**config.mk**
```make
export PLATFORM = sky130hd
export DESIGN_NAME = hist_eq_param_ctrl
export DESIGN_NICKNAME = d
export VERILOG_FILES = /design/src/rtl/hist_eq_pkg.sv /design/src/rtl/hist_eq_frame_stats.sv /design/src/rtl/hist_eq_param_ctrl.sv
export SDC_FILE = /design/constraint.sdc
export NUM_CORES = 1
export LEC_CHECK = 0
export BUFFER_PORTS_ARGS = -buffer_cell sky130_fd_sc_hd__buf_2
export CAP_MARGIN = 20
export CORE_MARGIN = 4
export CORE_UTILIZATION = 35
export DETAILED_ROUTE_END_ITERATION = 16
export HOLD_SLACK_MARGIN = 0.05
export PLACE_DENSITY = 0.66
export SETUP_SLACK_MARGIN = 0.3
export SLEW_MARGIN = 20
export SYNTH_ARGS = -nofsm -noshare
export SYNTH_HDL_FRONTEND = slang
export SYNTH_SLANG_ARGS = --single-unit
```
**constraint.sdc**
```tcl
create_clock -name i_sys_clk -period 7.3 [get_ports i_sys_clk]
set_input_delay 1.46 -clock i_sys_clk [delete_from_list [all_inputs] [get_ports i_sys_clk]]
set_output_delay 1.46 -clock i_sys_clk [all_outputs]
set_load 0.05 [all_outputs]
```
**src/rtl/hist_eq_pkg.sv**
```systemverilog
`default_nettype none
`timescale 1ns/1ps
// +----------------------------------------------------------------------+
// | hist_eq_pkg : shared constants and types for the hist-eq param ctrl  |
// | Rev 1.0                                                              |
// +----------------------------------------------------------------------+
package hist_eq_pkg;
  localparam int BOUND_W = 10;

  localparam logic [1:0] CFG_ADDR_THR   = 2'd0;
  localparam logic [1:0] CFG_ADDR_UPPER = 2'd1;
  localparam logic [1:0] CFG_ADDR_LOWER = 2'd2;
  localparam logic [1:0] CFG_ADDR_CTRL  = 2'd3;

  localparam int CTRL_THR_EN  = 0;
  localparam int CTRL_COMMIT  = 8;
  localparam int CTRL_ERR_CLR = 9;

  typedef enum logic [0:0] {
    WAIT_SOF = 1'b0,
    IN_FRAME = 1'b1
  } snoop_state_t;
endpackage
`default_nettype wire

```
**src/rtl/hist_eq_frame_stats.sv**
```systemverilog
`default_nettype none
`timescale 1ns/1ps
// +----------------------------------------------------------------------+
// | hist_eq_frame_stats : stream snoop FSM with frame and line counters  |
// | Rev 1.0                                                              |
// +----------------------------------------------------------------------+
module hist_eq_frame_stats
  import hist_eq_pkg::*;
(
  input  logic        i_sys_clk,
  input  logic        i_sys_aresetn,
  input  logic        beat,
  input  logic        sof,
  input  logic        tlast,
  output logic [15:0] frame_cnt,
  output logic [15:0] lines_last_frame
);

  snoop_state_t r_state, w_state_nxt;
  logic [15:0]  r_line_cnt;
  logic [15:0]  r_frame_cnt;
  logic [15:0]  r_lines_last;

  always_comb begin
    w_state_nxt = r_state;
    if (beat && sof) w_state_nxt = IN_FRAME;
  end

  // The first SOF after reset only synchronises; frames are counted from the second.
  always_ff @(posedge i_sys_clk or negedge i_sys_aresetn) begin
    if (!i_sys_aresetn) begin
      r_state      <= WAIT_SOF;
      r_line_cnt   <= 16'd0;
      r_frame_cnt  <= 16'd0;
      r_lines_last <= 16'd0;
    end else begin
      r_state <= w_state_nxt;
      if (beat) begin
        if (sof) begin
          r_line_cnt <= 16'd0;
          if (r_state == IN_FRAME) begin
            r_lines_last <= r_line_cnt;
            r_frame_cnt  <= r_frame_cnt + 16'd1;
          end
        end else if (tlast && (r_state == IN_FRAME) && (r_line_cnt != 16'hFFFF)) begin
          r_line_cnt <= r_line_cnt + 16'd1;
        end
      end
    end
  end

  assign frame_cnt        = r_frame_cnt;
  assign lines_last_frame = r_lines_last;

endmodule
`default_nettype wire

```
**src/rtl/hist_eq_param_ctrl.sv**
```systemverilog
`default_nettype none
`timescale 1ns/1ps
// +----------------------------------------------------------------------+
// | hist_eq_param_ctrl : staged parameters committed atomically on SOF   |
// | Rev 1.0                                                              |
// +----------------------------------------------------------------------+
module hist_eq_param_ctrl
  import hist_eq_pkg::*;
#(
  parameter int DATA_WIDTH = 8,
  parameter int DEF_THR    = 128,
  parameter int DEF_UPPER  = 717,
  parameter int DEF_LOWER  = 205
) (
  input  logic                  i_sys_clk,
  input  logic                  i_sys_aresetn,
  input  logic                  cfg_wr_en,
  input  logic [1:0]            cfg_addr,
  input  logic [15:0]           cfg_wr_data,
  input  logic                  snoop_tvalid,
  input  logic                  snoop_tready,
  input  logic                  snoop_tuser,
  input  logic                  snoop_tlast,
  output logic [DATA_WIDTH-1:0] contrast_threshold_param,
  output logic [BOUND_W-1:0]    upper_bound_param,
  output logic [BOUND_W-1:0]    lower_bound_param,
  output logic                  thresholding_en,
  output logic                  cfg_pending,
  output logic                  cfg_applied,
  output logic                  cfg_err,
  output logic [15:0]           frame_cnt,
  output logic [15:0]           lines_last_frame
);

  localparam logic [DATA_WIDTH-1:0] C_DEF_THR   = DATA_WIDTH'(DEF_THR);
  localparam logic [BOUND_W-1:0]    C_DEF_UPPER = BOUND_W'(DEF_UPPER);
  localparam logic [BOUND_W-1:0]    C_DEF_LOWER = BOUND_W'(DEF_LOWER);

  logic                  w_beat, w_sof, w_commit, w_bounds_ok;
  logic                  w_wr_ctrl, w_arm, w_err_clr;
  logic [DATA_WIDTH-1:0] r_stg_thr, r_act_thr;
  logic [BOUND_W-1:0]    r_stg_upper, r_stg_lower, r_act_upper, r_act_lower;
  logic                  r_stg_en, r_act_en;
  logic                  r_pending, r_applied, r_err;
  logic                  w_unused;

  assign w_beat      = snoop_tvalid & snoop_tready;
  assign w_sof       = w_beat & snoop_tuser;
  assign w_commit    = w_sof & r_pending;
  assign w_bounds_ok = r_stg_lower < r_stg_upper;
  assign w_wr_ctrl   = cfg_wr_en && (cfg_addr == CFG_ADDR_CTRL);
  assign w_arm       = w_wr_ctrl & cfg_wr_data[CTRL_COMMIT];
  assign w_err_clr   = w_wr_ctrl & cfg_wr_data[CTRL_ERR_CLR];
  assign w_unused    = ^cfg_wr_data[15:10];

  // Commit reads staging registers before this cycle's write lands.
  always_ff @(posedge i_sys_clk or negedge i_sys_aresetn) begin
    if (!i_sys_aresetn) begin
      r_stg_thr   <= C_DEF_THR;
      r_stg_upper <= C_DEF_UPPER;
      r_stg_lower <= C_DEF_LOWER;
      r_stg_en    <= 1'b1;
      r_act_thr   <= C_DEF_THR;
      r_act_upper <= C_DEF_UPPER;
      r_act_lower <= C_DEF_LOWER;
      r_act_en    <= 1'b1;
      r_pending   <= 1'b0;
      r_applied   <= 1'b0;
      r_err       <= 1'b0;
    end else begin
      r_applied <= 1'b0;
      if (cfg_wr_en) begin
        case (cfg_addr)
          CFG_ADDR_THR:   r_stg_thr   <= cfg_wr_data[DATA_WIDTH-1:0];
          CFG_ADDR_UPPER: r_stg_upper <= cfg_wr_data[BOUND_W-1:0];
          CFG_ADDR_LOWER: r_stg_lower <= cfg_wr_data[BOUND_W-1:0];
          default:        r_stg_en    <= cfg_wr_data[CTRL_THR_EN];
        endcase
      end
      if (w_err_clr) r_err <= 1'b0;
      if (w_commit) begin
        r_pending <= 1'b0;
        if (w_bounds_ok) begin
          r_act_thr   <= r_stg_thr;
          r_act_upper <= r_stg_upper;
          r_act_lower <= r_stg_lower;
          r_act_en    <= r_stg_en;
          r_applied   <= 1'b1;
        end else begin
          r_err <= 1'b1;
        end
      end
      // An arm coinciding with an SOF survives that SOF and waits for the next.
      if (w_arm) r_pending <= 1'b1;
    end
  end

  hist_eq_frame_stats u_frame_stats (
    .i_sys_clk        (i_sys_clk),
    .i_sys_aresetn    (i_sys_aresetn),
    .beat             (w_beat),
    .sof              (snoop_tuser),
    .tlast            (snoop_tlast),
    .frame_cnt        (frame_cnt),
    .lines_last_frame (lines_last_frame)
  );

  assign contrast_threshold_param = r_act_thr;
  assign upper_bound_param        = r_act_upper;
  assign lower_bound_param        = r_act_lower;
  assign thresholding_en          = r_act_en;
  assign cfg_pending              = r_pending;
  assign cfg_applied              = r_applied;
  assign cfg_err                  = r_err;

endmodule
`default_nettype wire

```
==> metrics.txt, run 1 <==
status finished clean; CTS Hold Bufs 0; Worst-Margin Slew 0.814 ns; critical path's slowest cell buf_4; Starting Density approximately 36%; Syn Inst Count between 300 and 400; CP max FO 22; placer congestion estimate between 0.8 and 0.9; Reg area roughly 2800 sq um; hold crit path type register to register; Vias roughly 3200; post-route cell area between 5000 and 6000 sq um; Post-synth EDFFs 0; CTS H-Tree Depth 3; fin. max-slew vios 0; # DRC 0; Synth Area per Inst between 10 and 15 sq um; final setup fails 0; Yosys warning total 0; multi-input logic area about 2000 sq um; HPWL Detailed 7420 microns; Worst EP required 7.53 ns; Overall Global Routing Usage between 10% and 20%; FF+latch count, synth 110; Area growth syn-to-layout 17.8%; antenna diode instance count 0; Post-CTS Resized 0; CTS root buffer clkbuf_16; Synth area leader dfrtp_1; Max-Cap Viols 0; fillers ~1300; Largest stage delay, worst path ~0.50 ns; core area between 10000 and 15000 sq um; min Tclk post-route 3.40 ns; first-pass GRT wire length approximately 18000 microns; max_slew headroom a little under half; grt total ovfl 0; Placement Rows between 40 and 50; WL final 10200 microns; largest net degree at the start of global routing 78; Final Cycle Share a little under half; clock sinks 110; critical path class input pin to register; Tot Pwr 0.00210 W; layout cells sized above 1 39.9%; drt wl/cell roughly 16 microns; ANT nets after route 0; Die Ht approximately 130 microns; CTS max path bufs 2; Clk pin slew, worst setup/hold paths ~0.07 ns; fmax 0.294 GHz; TritonCTS clock tree done; I/O pin total just under 90; prevailing post-synth register cell dfrtp_1; largest cells by area after synthesis dfrtp_1 (43%), dfstp_2 (14%), mux2_4 (8.9%); via/cell ratio approximately 4.9; Layout Cells excl Fill between 600 and 700; Inst Count DP 641; CTS buffer count 9; Power Density around 360 nW/um^2; Cell Area, Synth just under 5000 sq um; final setup skew just under 0.009 ns; net count after synthesis 431; Worst setup SP type input pin; DIE AREA ~16000 sq um; P_leak 2.83 nW; Distinct cells, synth between 40 and 50; CP Capture Type register; placed cell areas 5470 sq um; Pre-antenna DRT Iters 4; # port buffers 82; Cell Chain, Critical Path buf_2, nand4_1, or3_1, nor3_4, buf_4, mux2_4; Hold WS around 0.47 ns; final hold vios 0; Initial DRC Count 203; count leader, synth dfrtp_1; post-synth top area share 42.9%; top post-synthesis cells by count dfrtp_1 (84), nand2_1 (61), mux2_2 (29), mux2_4 (29), dfstp_2 (26); width of the die ~130 microns; share of synthesized registers carrying an async set or reset 100%; Critical Path AT around 3.6 ns; Clock Latency Late Sink about 0.35 ns; nets approximately 510; setup repair bufs after CTS 0; sequential share of the synthesized area between 50% and 60%; worst vdd ir ~0.20 mV; vias in the first global route approximately 3400; initial antenna violation count 0; setup repair after global routing missed its margin false; Setup TNS 0 ns
## critical path, delay by kind of cell
kind	cells	cell delay, ns
muxes	1	0.34
buffers and inverters	2	0.72
and+or+nand+nor	3	1.10
## cells in the final DEF, fill, tap and decap left out, types with 2 or more instances in the layout
cell / instances
mux2_4: 29
clkbuf_16: 9
nand3b_1: 2
nor4_1: 2
nor4_4: 2
or3_1: 3
xor2_1: 5
nor3_1: 8
o21a_1: 2
nand3_1: 16
a21oi_1: 6
o21ai_0: 17
nand2_1: 61
xnor2_1: 10
nor2_1: 8
buf_2: 81
buf_4: 2
nand4_1: 11
dfrtp_1: 84
inv_1: 13
a31oi_1: 3
nand2b_1: 3
o31ai_1: 5
a22o_1: 2
dfstp_2: 26
ha_1: 11
a21o_1: 6
inv_6: 3
mux2_2: 29
and3_1: 7
## through the flow
step | utilization [%] | setup WS (ns)
after floorplan | - | 4.52
after global placement | 40.6 | 3.51
after detailed placement | 40.6 | 3.50
after CTS | 42.9 | 3.87
after global routing | 42.9 | 3.75
final | 42.9 | 3.90
## area by class of cell
type	instances	share of cell area [%]
clock buffer	9	3.90
clock inverter	7	1.37
inverter	13	0.845
multi-input combinational	258	34.4
sequential	110	48.2
tap	176	3.81
timing repair buffer	84	7.48
## final timing paths
check | from | endpoint | slack, ns | cells after the start
setup reg to reg | r_stg_upper[7]$_DFFE_PN1P_ | upper_bound_param[5]$_DFFE_PN0P_ | 4.30 | 8
hold reg to reg | u_frame_stats.frame_cnt[15]$_DFFE_PN0P_ | u_frame_stats.frame_cnt[15]$_DFFE_PN0P_ | 0.47 | 1
max in group asynchronous | i_sys_aresetn | u_frame_stats.r_line_cnt[10]$_DFFE_PN0P_ | 5.24 | 2
setup / recovery | snoop_tuser | upper_bound_param[5]$_DFFE_PN0P_ | 3.90 | 6
hold / removal | u_frame_stats.frame_cnt[15]$_DFFE_PN0P_ | u_frame_stats.frame_cnt[15]$_DFFE_PN0P_ | 0.47 | 1
min in group asynchronous | i_sys_aresetn | r_stg_upper[5]$_DFFE_PN0P_ | 1.04 | 1
## where the power goes
part           total (W)  internal (W)  switching [W]
logic           0.000729      0.000237       0.000493
clock network   0.000500      0.000271       0.000229
registers       0.000872      0.000777      0.0000950
## logic make-up after synthesis
| family | share of synthesized area [%] |
|---|---|
| XOR/XNOR | 2.68 |
| adder cells (fa/ha/maj) | 2.81 |
| flip-flops | 56.8 |
| multiplexers | 15.5 |
| AND/OR/NAND/NOR | 13.5 |
| AO/OA/AOI/OAI | 5.80 |
| buffers and inverters | 2.83 |
## state kept, by name, indices dropped and copies added (netlist names)
name and count:
u_frame_stats.frame_cnt 16, u_frame_stats.lines_last_frame 16, u_frame_stats.r_line_cnt 16, lower_bound_param 10, r_stg_lower 10, r_stg_upper 10
upper_bound_param 10, contrast_threshold_param 8, r_stg_thr 8, cfg_applied 1, cfg_err 1, cfg_pending 1
r_stg_en 1, thresholding_en 1, u_frame_stats.r_state 1
## per-layer routing
layer  GRT usage, %  routed length (microns)  share of wire, %  vias up
met2           21.4                     4800                47       70
li1               -                        -                 -     1551
met1           18.8                     4860                48     1581
met5              0                        0                 0        -
met4           6.44                      210               2.1        0
met3           2.23                      359               3.5       13
Power figures use the tool's default switching activity.
==> run 2: changes to the inputs <==
==> constraint.sdc (replaced) <==
create_clock -name i_sys_clk -period 3.39 [get_ports i_sys_clk]
set_input_delay 0.678 -clock i_sys_clk [delete_from_list [all_inputs] [get_ports i_sys_clk]]
set_output_delay 0.678 -clock i_sys_clk [all_outputs]
set_load 0.05 [all_outputs]
==> run 2 against run 1 <==
  * Routed wire length is 2.6% higher
  * Final cell count rose by 0.61%
  * Critical endpoint is now contrast_threshold_param[3]$_DFFE_PN0P_
  * Sequential cell count unchanged
==> metrics.txt, run 2 (same netlist as run 1, synthesis figures left out) <==
fmax between 0.3 and 0.4 GHz; Power Density between 700 and 800 nW/um^2; CTS Hold Bufs 0; most frequent cells in the layout dfrtp_1 (84), buf_2 (81), nand2_1 (61); pre-CTS setup slack between 0.6 and 0.7 ns; TritonCTS clock tree done; final setup skew roughly 0.0097 ns; nets approximately 520; Worst-Margin Slew about 0.85 ns; HPWL Detailed around 7800 microns; status finished clean; Final Cycle Share between 70% and 80%; final worst slack 0.681 ns; P_leak 2.85 nW; Vias 3210; I/O pin total 89; CTS max path bufs 2; core area roughly 13000 sq um; antenna diode instance count 0; Max-Cap Viols 0; max_slew headroom between 40 and 50%; hold crit path type input pin to asynchronous set/reset pin; setup repair bufs after CTS 0; Initial DRC Count between 100 and 150; layout cells sized above 1 between 40% and 50%; Area growth syn-to-layout 18.6%; Setup TNS 0 ns; initial antenna violation count 0; first-pass GRT wire length 17500 microns; switching fraction of total power between 30% and 40%; DIE AREA roughly 16000 sq um; drt wl/cell 15.9 microns; fillers 1296; Critical Path Source r_stg_upper[7]$_DFFE_PN1P_; CTS root buffer clkbuf_16; width of the die about 130 microns; WL final roughly 11000 microns; Reg area ~2800 sq um; Net Sw Power about 0.0017 W; worst reg2reg startpoint r_stg_upper[7]$_DFFE_PN1P_; Placement Rows 42; worst vdd ir 0.317 mV; multi-input logic area 1980 sq um; Post-Route Utilization 43.2%; Clock power frac between 20% and 30%; commonest non-fill, non-tap cell in the layout dfrtp_1; Worst setup SP type register; Starting Density between 30 and 40%; r2r worst-path depth 8; Overall Global Routing Usage 13.7%; reg2reg setup slack 0.68 ns; CP max FO 18; critical path class register to register; CP Capture Type register; via/cell ratio slightly below 5; largest net degree at the start of global routing 46; r2r endpoint contrast_threshold_param[3]$_DFFE_PN0P_; CP endpoint contrast_threshold_param[3]$_DFFE_PN0P_; placer congestion estimate 0.820; final hold vios 0; grt total ovfl 0; min Tclk post-route around 2.7 ns; fin. max-slew vios 0; Clk pin slew, worst setup/hold paths approximately 0.070 ns; final setup fails 0; Combinational Power Share about a third; Post-CTS Resized 0; Pre-antenna DRT Iters 4; ANT nets after route 0; CTS buffer count 9; Worst EP required approximately 3.6 ns; Internal 0.00280 W; Reg power frac about two fifths; CTS H-Tree Depth 3; Critical Path AT 2.94 ns; # DRC 0; # port buffers 82; setup repair after global routing missed its margin false; vias in the first global route approximately 3300; clock sinks 110; Clock Latency Late Sink 0.35 ns; Die Ht 126 microns
[run 2: layout make-up]
cell class | instances | share of cell area (%)
Timing Repair Buffer | 88 | 8.10
Clock buffer | 13 | 4.48
Clock inverter | 3 | 0.732
Sequential cell | 110 | 47.9
Tap cell | 176 | 3.79
Multi-Input combinational cell | 258 | 34.1
Inverter | 13 | 0.840
[run 2: layer usage]
metal | GRT usage (%) | routed length (microns)
met1 | 18.5 | 5040
met3 | 2.23 | 334
met4 | 6.44 | 224
met2 | 21.8 | 4900
met5 | 0 | 0
[run 2: power groups by stage]
stage / sequential [W] / clock, W / combinational [W]
after floorplan: 0.00263 / 0 / 0.000469
after global placement: 0.00189 / 0 / 0.00158
after detailed placement: 0.00190 / 0 / 0.00160
after CTS: 0.00188 / 0.00111 / 0.00161
after global routing: 0.00192 / 0.00117 / 0.00167
final: 0.00187 / 0.00107 / 0.00159
[run 2: through the flow]
stage	hold WS (ns)	cells	total power (W)	cell area (sq um)
final	0.309	661	0.00453	5810
after global routing	0.349	661	0.00476	5810
after CTS	0.322	661	0.00460	5810
after detailed placement	0.462	645	0.00350	5510
after global placement	0.455	645	0.00347	5510
after floorplan	0.382	395	0.00310	4900
[run 2: worst min-delay path by stage]
stage | cells past startpoint | end | start | slack (ns)
2_1_floorplan | 0 | cfg_applied$_DFF_PN0_ | i_sys_aresetn | 0.38
3_3_place_gp | 2 | u_frame_stats.lines_last_frame[11]$_DFFE_PN0P_ | u_frame_stats.lines_last_frame[11]$_DFFE_PN0P_ | 0.45
3_5_place_dp | 2 | u_frame_stats.lines_last_frame[7]$_DFFE_PN0P_ | u_frame_stats.lines_last_frame[7]$_DFFE_PN0P_ | 0.46
4_1_cts | 1 | contrast_threshold_param[1]$_DFFE_PN0P_ | i_sys_aresetn | 0.32
5_1_grt | 1 | r_stg_thr[5]$_DFFE_PN0P_ | i_sys_aresetn | 0.35
6_report | 1 | r_stg_upper[5]$_DFFE_PN0P_ | i_sys_aresetn | 0.31
[run 2: critical path: stages (launching register included)]
cell and delay (ns):
dfstp_2 0.54, inv_1 0.04, ha_1 0.31, a211oi_2 0.23, nor2_1 0.08, or3_1 0.35, nor3_4 0.45, buf_12 0.26
mux2_4 0.32
